**src/rtl/morse_rx_stream.sv**
```systemverilog
// ============================================================================
// Module   : morse_rx_stream
// Purpose  : Morse receiver. Times the keyed signal in ce ticks, classifies
//            marks as dit/dah, decodes characters to ASCII and streams them
//            (plus a space on word gaps) through a valid/ready FIFO with a
//            sticky overflow flag.
// Revision : 1.0 - initial release
// ============================================================================
`default_nettype none

module morse_rx_stream #(
    parameter int CNT_W      = 16,
    parameter int MAX_LEN    = 6,
    parameter int FIFO_DEPTH = 8
) (
    input  logic                              clk,
    input  logic                              aclr,
    input  logic                              ce,
    input  logic [CNT_W-1:0]                  dit_time,
    input  logic [CNT_W-1:0]                  dah_time,
    input  logic [CNT_W-1:0]                  char_time,
    input  logic [CNT_W-1:0]                  word_time,
    input  logic [CNT_W-1:0]                  tol_time,
    input  logic                              signal,
    output logic [7:0]                        m_data,
    output logic                              m_err,
    output logic                              m_valid,
    input  logic                              m_ready,
    output logic [$clog2(FIFO_DEPTH+1)-1:0]   fifo_level,
    output logic                              ovf,
    input  logic                              ovf_clr,
    output logic                              busy
);

    localparam int LEN_W = $clog2(MAX_LEN + 1);
    localparam int PTR_W = $clog2(FIFO_DEPTH);
    localparam int LVL_W = $clog2(FIFO_DEPTH + 1);

    typedef enum logic [1:0] {
        S_IDLE  = 2'd0,
        S_MARK  = 2'd1,
        S_SPACE = 2'd2,
        S_WGAP  = 2'd3
    } state_t;

    state_t             state_q, state_d;
    logic               armed_q, armed_d;
    logic               sig_q, sig_d;
    logic [CNT_W-1:0]   cnt_q, cnt_d;
    logic [LEN_W-1:0]   len_q, len_d;
    logic [MAX_LEN-1:0] sym_q, sym_d;
    logic               err_q, err_d;
    logic               push_q, push_d;
    logic [7:0]         pdata_q, pdata_d;
    logic               perr_q, perr_d;

    logic [8:0]         mem_q [FIFO_DEPTH];
    logic [PTR_W-1:0]   wr_q, rd_q;
    logic [LVL_W-1:0]   count_q;
    logic               ovf_q;

    logic               dit_ok, dah_ok;
    logic [8:0]         dec;
    logic               full, pop, wr, drop;

    // Distance between two timing values, widened so nothing wraps.
    function automatic logic [CNT_W:0] absdiff(input logic [CNT_W-1:0] a,
                                               input logic [CNT_W-1:0] b);
        logic [CNT_W:0] ea, eb;
        ea = {1'b0, a};
        eb = {1'b0, b};
        return (ea >= eb) ? (ea - eb) : (eb - ea);
    endfunction

    // Symbol list (sym[0] sent first) to {unmapped, ascii}. The key is a
    // leading 1 followed by the symbols in send order, dah = 1.
    function automatic logic [8:0] decode(input logic [LEN_W-1:0]   n,
                                          input logic [MAX_LEN-1:0] s);
        logic [8:0] key;
        logic [7:0] ch;
        key = 9'd1;
        for (int i = 0; i < MAX_LEN; i++) begin
            if (i < int'(n)) key = {key[7:0], s[i]};
        end
        case (key)
            9'd5:  ch = "A";  9'd24: ch = "B";  9'd26: ch = "C";  9'd12: ch = "D";
            9'd2:  ch = "E";  9'd18: ch = "F";  9'd14: ch = "G";  9'd16: ch = "H";
            9'd4:  ch = "I";  9'd23: ch = "J";  9'd13: ch = "K";  9'd20: ch = "L";
            9'd7:  ch = "M";  9'd6:  ch = "N";  9'd15: ch = "O";  9'd22: ch = "P";
            9'd29: ch = "Q";  9'd10: ch = "R";  9'd8:  ch = "S";  9'd3:  ch = "T";
            9'd9:  ch = "U";  9'd17: ch = "V";  9'd11: ch = "W";  9'd25: ch = "X";
            9'd27: ch = "Y";  9'd28: ch = "Z";
            9'd63: ch = "0";  9'd47: ch = "1";  9'd39: ch = "2";  9'd35: ch = "3";
            9'd33: ch = "4";  9'd32: ch = "5";  9'd48: ch = "6";  9'd56: ch = "7";
            9'd60: ch = "8";  9'd62: ch = "9";
            default: ch = 8'h3F;
        endcase
        if (int'(n) > 5) ch = 8'h3F;
        return {(ch == 8'h3F), ch};
    endfunction

    assign dit_ok = absdiff(cnt_q, dit_time) <= {1'b0, tol_time};
    assign dah_ok = absdiff(cnt_q, dah_time) <= {1'b0, tol_time};
    assign dec    = decode(len_q, sym_q);

    // Level-run counter: restarts at 1 on a level change, saturates at all-ones.
    always_comb begin
        cnt_d = cnt_q;
        sig_d = sig_q;
        if (ce) begin
            sig_d = signal;
            if (signal != sig_q)          cnt_d = CNT_W'(1);
            else if (cnt_q != '1)         cnt_d = cnt_q + CNT_W'(1);
        end
    end

    // Receiver FSM: mark classification, character and word gap detection.
    always_comb begin
        state_d = state_q;
        armed_d = armed_q;
        len_d   = len_q;
        sym_d   = sym_q;
        err_d   = err_q;
        push_d  = 1'b0;
        pdata_d = pdata_q;
        perr_d  = perr_q;
        if (ce) begin
            case (state_q)
                S_IDLE: begin
                    // A mark only counts once a space has been seen first.
                    if (!signal) begin
                        armed_d = 1'b1;
                    end else if (armed_q) begin
                        armed_d = 1'b0;
                        state_d = S_MARK;
                    end
                end
                S_MARK: begin
                    if (!signal) begin
                        if (dit_ok || dah_ok) begin
                            if (int'(len_q) == MAX_LEN) begin
                                err_d = 1'b1;
                            end else begin
                                for (int i = 0; i < MAX_LEN; i++) begin
                                    if (i == int'(len_q)) sym_d[i] = ~dit_ok;
                                end
                                len_d = len_q + LEN_W'(1);
                            end
                        end else begin
                            err_d = 1'b1;
                        end
                        state_d = S_SPACE;
                    end
                end
                S_SPACE: begin
                    if (signal) begin
                        state_d = S_MARK;
                    end else if (cnt_d == char_time) begin
                        push_d  = 1'b1;
                        pdata_d = err_q ? 8'h2A : dec[7:0];
                        perr_d  = err_q | dec[8];
                        len_d   = '0;
                        sym_d   = '0;
                        err_d   = 1'b0;
                        state_d = S_WGAP;
                    end
                end
                default: begin
                    if (signal) begin
                        state_d = S_MARK;
                    end else if (cnt_d == word_time) begin
                        push_d  = 1'b1;
                        pdata_d = 8'h20;
                        perr_d  = 1'b0;
                        armed_d = 1'b1;
                        state_d = S_IDLE;
                    end
                end
            endcase
        end
    end

    // Receiver state registers.
    always_ff @(posedge clk or negedge aclr) begin
        if (!aclr) begin
            state_q <= S_IDLE;
            armed_q <= 1'b0;
            sig_q   <= 1'b0;
            cnt_q   <= '0;
            len_q   <= '0;
            sym_q   <= '0;
            err_q   <= 1'b0;
            push_q  <= 1'b0;
            pdata_q <= '0;
            perr_q  <= 1'b0;
        end else begin
            state_q <= state_d;
            armed_q <= armed_d;
            sig_q   <= sig_d;
            cnt_q   <= cnt_d;
            len_q   <= len_d;
            sym_q   <= sym_d;
            err_q   <= err_d;
            push_q  <= push_d;
            pdata_q <= pdata_d;
            perr_q  <= perr_d;
        end
    end

    // A full FIFO still accepts a push when the head leaves in the same cycle.
    assign full = (count_q == LVL_W'(FIFO_DEPTH));
    assign pop  = m_valid & m_ready;
    assign wr   = push_q & (~full | pop);
    assign drop = push_q & full & ~pop;

    // FIFO storage; contents are qualified by the pointers, so no reset needed.
    always_ff @(posedge clk) begin
        if (wr) mem_q[wr_q] <= {perr_q, pdata_q};
    end

    // FIFO pointers, occupancy and sticky overflow.
    always_ff @(posedge clk or negedge aclr) begin
        if (!aclr) begin
            wr_q    <= '0;
            rd_q    <= '0;
            count_q <= '0;
            ovf_q   <= 1'b0;
        end else begin
            if (wr)  wr_q <= wr_q + PTR_W'(1);
            if (pop) rd_q <= rd_q + PTR_W'(1);
            count_q <= count_q + LVL_W'(wr) - LVL_W'(pop);
            if (drop)         ovf_q <= 1'b1;
            else if (ovf_clr) ovf_q <= 1'b0;
        end
    end

    assign m_valid    = (count_q != '0);
    assign m_data     = m_valid ? mem_q[rd_q][7:0] : 8'h00;
    assign m_err      = m_valid ? mem_q[rd_q][8]   : 1'b0;
    assign fifo_level = count_q;
    assign ovf        = ovf_q;
    assign busy       = (state_q != S_IDLE);

endmodule

`default_nettype wire

```
**config.mk**
```make
export PLATFORM = sky130hd
export DESIGN_NAME = morse_rx_stream
export DESIGN_NICKNAME = d
export VERILOG_FILES = /design/src/rtl/morse_rx_stream.sv
export SDC_FILE = /design/constraint.sdc
export NUM_CORES = 1
export LEC_CHECK = 0
export CAP_MARGIN = 10
export CORE_UTILIZATION = 58
export CTS_CLUSTER_DIAMETER = 200
export DETAILED_ROUTE_END_ITERATION = 6
export GPL_TIMING_DRIVEN = 0
export PLACE_DENSITY = 0.82
export SYNTH_ARGS = -nofsm -noshare
export SYNTH_HDL_FRONTEND = slang
export SYNTH_SLANG_ARGS = --single-unit
```
**constraint.sdc**
```tcl
create_clock -name clk -period 6.5 [get_ports clk]
set_input_delay 0.65 -clock clk [delete_from_list [all_inputs] [get_ports clk]]
set_output_delay 0.65 -clock clk [all_outputs]
set_load 0.01 [all_outputs]
```
==> results.md <==
* Outcome: finished, final reports clean
* PwrDens at 287 mW/mm2
* Row cnt at 50
* Area of the multi-input gates at 0.00720 mm2
* Most frequent cells in the layout: ha_1 (121), inv_1 (116), clkdlybuf4s50_1 (97), a21oi_1 (85), nand2_1 (80)
* Ys Warns at 0
* Initial antenna violation count at 0
* Starting DRT DRC Count at 946
* Drt first pass iters at 5
* CTS Hold Bufs at 0
* Worst EP arrival at 6510 ps
* Total wire length at 30800 um
* Core area at 0.0187 mm2
* Area Growth Syn to Fin at 16.8%
* Final Hold Fails at 0
* FF+latch count, synth at 114
* Post-place instance area at 0.0124 mm2
* Startpoint type of the worst setup path: input pin
* Syn Inst Count at 1208
* RD Place Congestion at 0.978
* Post-DP HPWL at 24300 um
* Combinational share of power at 0.528
* Port Buffers at 98
* Die area at 0.0196 mm2
* Top cells by area, synth: edfxtp_1 (17%), ha_1 (14%), dfrtp_1 (11%)
* Chip width at 140 um
* Main synth FF type: edfxtp_1
* Seq pwr share at 0.243
* Antenna Cells at 0
* Top-area cell type share of the netlist area at 0.174
* Vias in the first global route at 9517
* Post-Layout Inst Area at 0.0129 mm2
* Wire length of the first global-routing pass at 49900 um
* Chip Height at 140 um
* Final Slew Violations at 0
* Actual slew at the worst max-slew pin at 1160 ps
* Register area at 0.00317 mm2
* CP required at 6800 ps
* Wire per inst at 19.6 um
* DRC viols at 0
* Setup_tns at 0 ps
* Worst r2r path cells at 21
* Clk root buf: clkbuf_16
* Fin Clk Skew at 11.7 ps
* Synth unique cells at 95
* Vias at 9970
* Clk pwr share at 0.229
* IO Pins at 102
* Fillers at 1453
* Drt via density at 6.35
* Final ANT Viol Nets at 0
* Worst VDD drop at 0.000209 V
* Minimum clock period at 6210 ps
* Syn Std Cell Area at 0.0111 mm2
* Clock transition at the registers of the reported paths at 60 ps
* Crit-path max FO at 10
* Congestion Overflow GR at 0
* Switch share at 0.416
* Fin util at 0.691
* Pin count of the biggest net entering global routing at 27
* Tot GR Track Use at 0.324
* Layout cells sized above 1 at 0.100
* Layout Nets at 1536
* R2R Path End: sym_q[5]$_DFFE_PN0P_
* Switching Power at 1540 uW
* Synth Net Count at 1420
* Worst Setup End Kind: register
* CTS Sinks at 114
* Relative max-transition margin at 0.219
* Reg2Reg Setup Slack at 540 ps
* H-tree levels at 4
* Skew-Pair Late Insertion Delay at 420 ps
* Yosys top cell by area: edfxtp_1
* Tightest Hold Check Type: input pin to async pin
* Most common cell after layout, fill and taps aside: ha_1
* Worst r2r src: cnt_q[4]$_DFF_PN0_
* Async SR Flop Fraction at 0.439
* Sequential area share after synthesis at 0.287
* Worst setup path class: input pin to register
* Leak at 0.00551 uW
* CTS tree: done
* Syn_area_per_cell at 9.16 um2
* Initial Util at 0.592
* Setup WS pre-CTS at -651 ps
* Max cap viols at 0
* CTS buffer count at 17
* Max Root-Sink Buffers at 2
* # setup viols final at 0
* Setup slack after layout at 289 ps
* Maximum clock rate at 161 MHz
* Internal power at 2170 uW
* Tcrit/Tclk final at 0.956
* EDFF count, synth at 64
## critical path: stages
cell	delay, ps
clkdlybuf4s50_1	530
inv_1	60
ha_1	270
clkbuf_1	290
nand4_1	280
nor4_2	520
nor4_1	110
o21ai_1	260
a21oi_4	110
clkbuf_4	260
mux2i_1	220
nor2_1	80
a311oi_2	310
nor2_1	90
a211oi_1	280
ha_1	220
nand3_1	80
nor2_1	260
nand2_1	100
nor3_1	330
o21ai_1	270
a31oi_1	330
nand3_2	220
a211o_1	350
## kinds of logic (layout without fill, tap and decap cells)
| family | after synthesis | in the layout | synth area share |
|---|---|---|---|
| DFF | 114 | 114 | 0.287 |
| buffers and inverters | 176 | 305 | 0.0661 |
| xor gates and xnor gates | 61 | 61 | 0.0496 |
| and+or+nand+nor | 330 | 330 | 0.158 |
| muxes | 80 | 80 | 0.0964 |
| other | 1 | 1 | 0.000339 |
| adders and majority gates | 126 | 126 | 0.146 |
| AOI/OAI and AO/OA | 320 | 320 | 0.197 |
## stage by stage
step / power [uW] / cells / hold slack [ps]
2_1_floorplan: 2260 / 1208 / 354
3_3_place_gp: 2800 / 1540 / 474
3_5_place_dp: 2830 / 1541 / 489
4_1_cts: 3690 / 1572 / 253
5_1_grt: 3950 / 1571 / 282
6_report: 3710 / 1571 / 245
## timing repair
| action | CTS | global route |
|---|---|---|
| setup buffers | 0 | 0 |
| resized for setup | 2 | 10 |
| gates cloned | 0 | 0 |
| endpoints found under the setup margin | 9 | 10 |
## metal layers
metal  up-vias  routed length (um)  GRT usage
li1       4687                   -          -
met1      4733               13700      0.454
met3        68                2390     0.0609
met4         0                 850     0.0983
met5         -                   0          0
met2       482               13800      0.510
## cell type report
type	instances	area share
Clock buffer	18	0.0332
Tap cell	234	0.0226
Clock inverter	14	0.00832
Buffer	57	0.0226
Inverter	116	0.0337
Timing Repair Buffer	100	0.0774
Multi-Input combinational cell	918	0.557
Sequential cell	114	0.245
## how the worst max path moves through the flow
stage | from | end | slack [ps] | cells past startpoint
2_1_floorplan | dah_time[10] | sym_q[0]$_DFFE_PN0P_ | 1160 | 24
6_report | dit_time[8] | sym_q[5]$_DFFE_PN0P_ | 290 | 24
5_1_grt | dit_time[8] | sym_q[5]$_DFFE_PN0P_ | -6 | 24
3_5_place_dp | dah_time[10] | sym_q[5]$_DFFE_PN0P_ | -650 | 25
3_3_place_gp | dah_time[10] | sym_q[4]$_DFFE_PN0P_ | -570 | 25
4_1_cts | dah_time[10] | sym_q[5]$_DFFE_PN0P_ | 30 | 25
## flip-flops by register name, summed over array words and instances, names as in the netlist
| name | flops |
|---|---|
| mem_q | 64 |
| cnt_q | 16 |
| pdata_q | 7 |
| sym_q | 6 |
| fifo_level | 4 |
| len_q | 3 |
| rd_q | 3 |
| wr_q | 3 |
| state_q | 2 |
| armed_q | 1 |
| err_q | 1 |
| ovf | 1 |
| perr_q | 1 |
| push_q | 1 |
| sig_q | 1 |
## synth_stat cells (7+ instances only)
| cell | number |
|---|---|
| nor3_1 | 21 |
| nor4_1 | 11 |
| a31oi_1 | 16 |
| mux4_2 | 16 |
| nand2b_1 | 15 |
| dfrtp_1 | 50 |
| xnor2_1 | 40 |
| and4_1 | 9 |
| o221ai_1 | 9 |
| inv_1 | 116 |
| buf_2 | 15 |
| nor2_1 | 75 |
| clkbuf_1 | 27 |
| ha_1 | 121 |
| o211ai_1 | 7 |
| o21ai_0 | 48 |
| edfxtp_1 | 64 |
| nand4_1 | 19 |
| o21bai_1 | 8 |
| xor2_1 | 19 |
| and3_1 | 14 |
| buf_1 | 9 |
| o31ai_1 | 10 |
| nand2_1 | 80 |
| mux2i_1 | 38 |
| nor2b_1 | 16 |
| mux2_2 | 18 |
| nand3_1 | 31 |
| a21oi_1 | 85 |
| a211oi_1 | 15 |
| a21o_1 | 31 |
## power groups by stage
stage / combinational [uW] / clock, uW / sequential, uW
floorplan: 1370 / 0 / 894
global placement: 1890 / 0 / 911
detailed placement: 1920 / 0 / 915
CTS: 1930 / 856 / 902
global route: 2150 / 889 / 914
finish: 1960 / 850 / 904
Note: power is estimated with default switching activity, not from simulation.
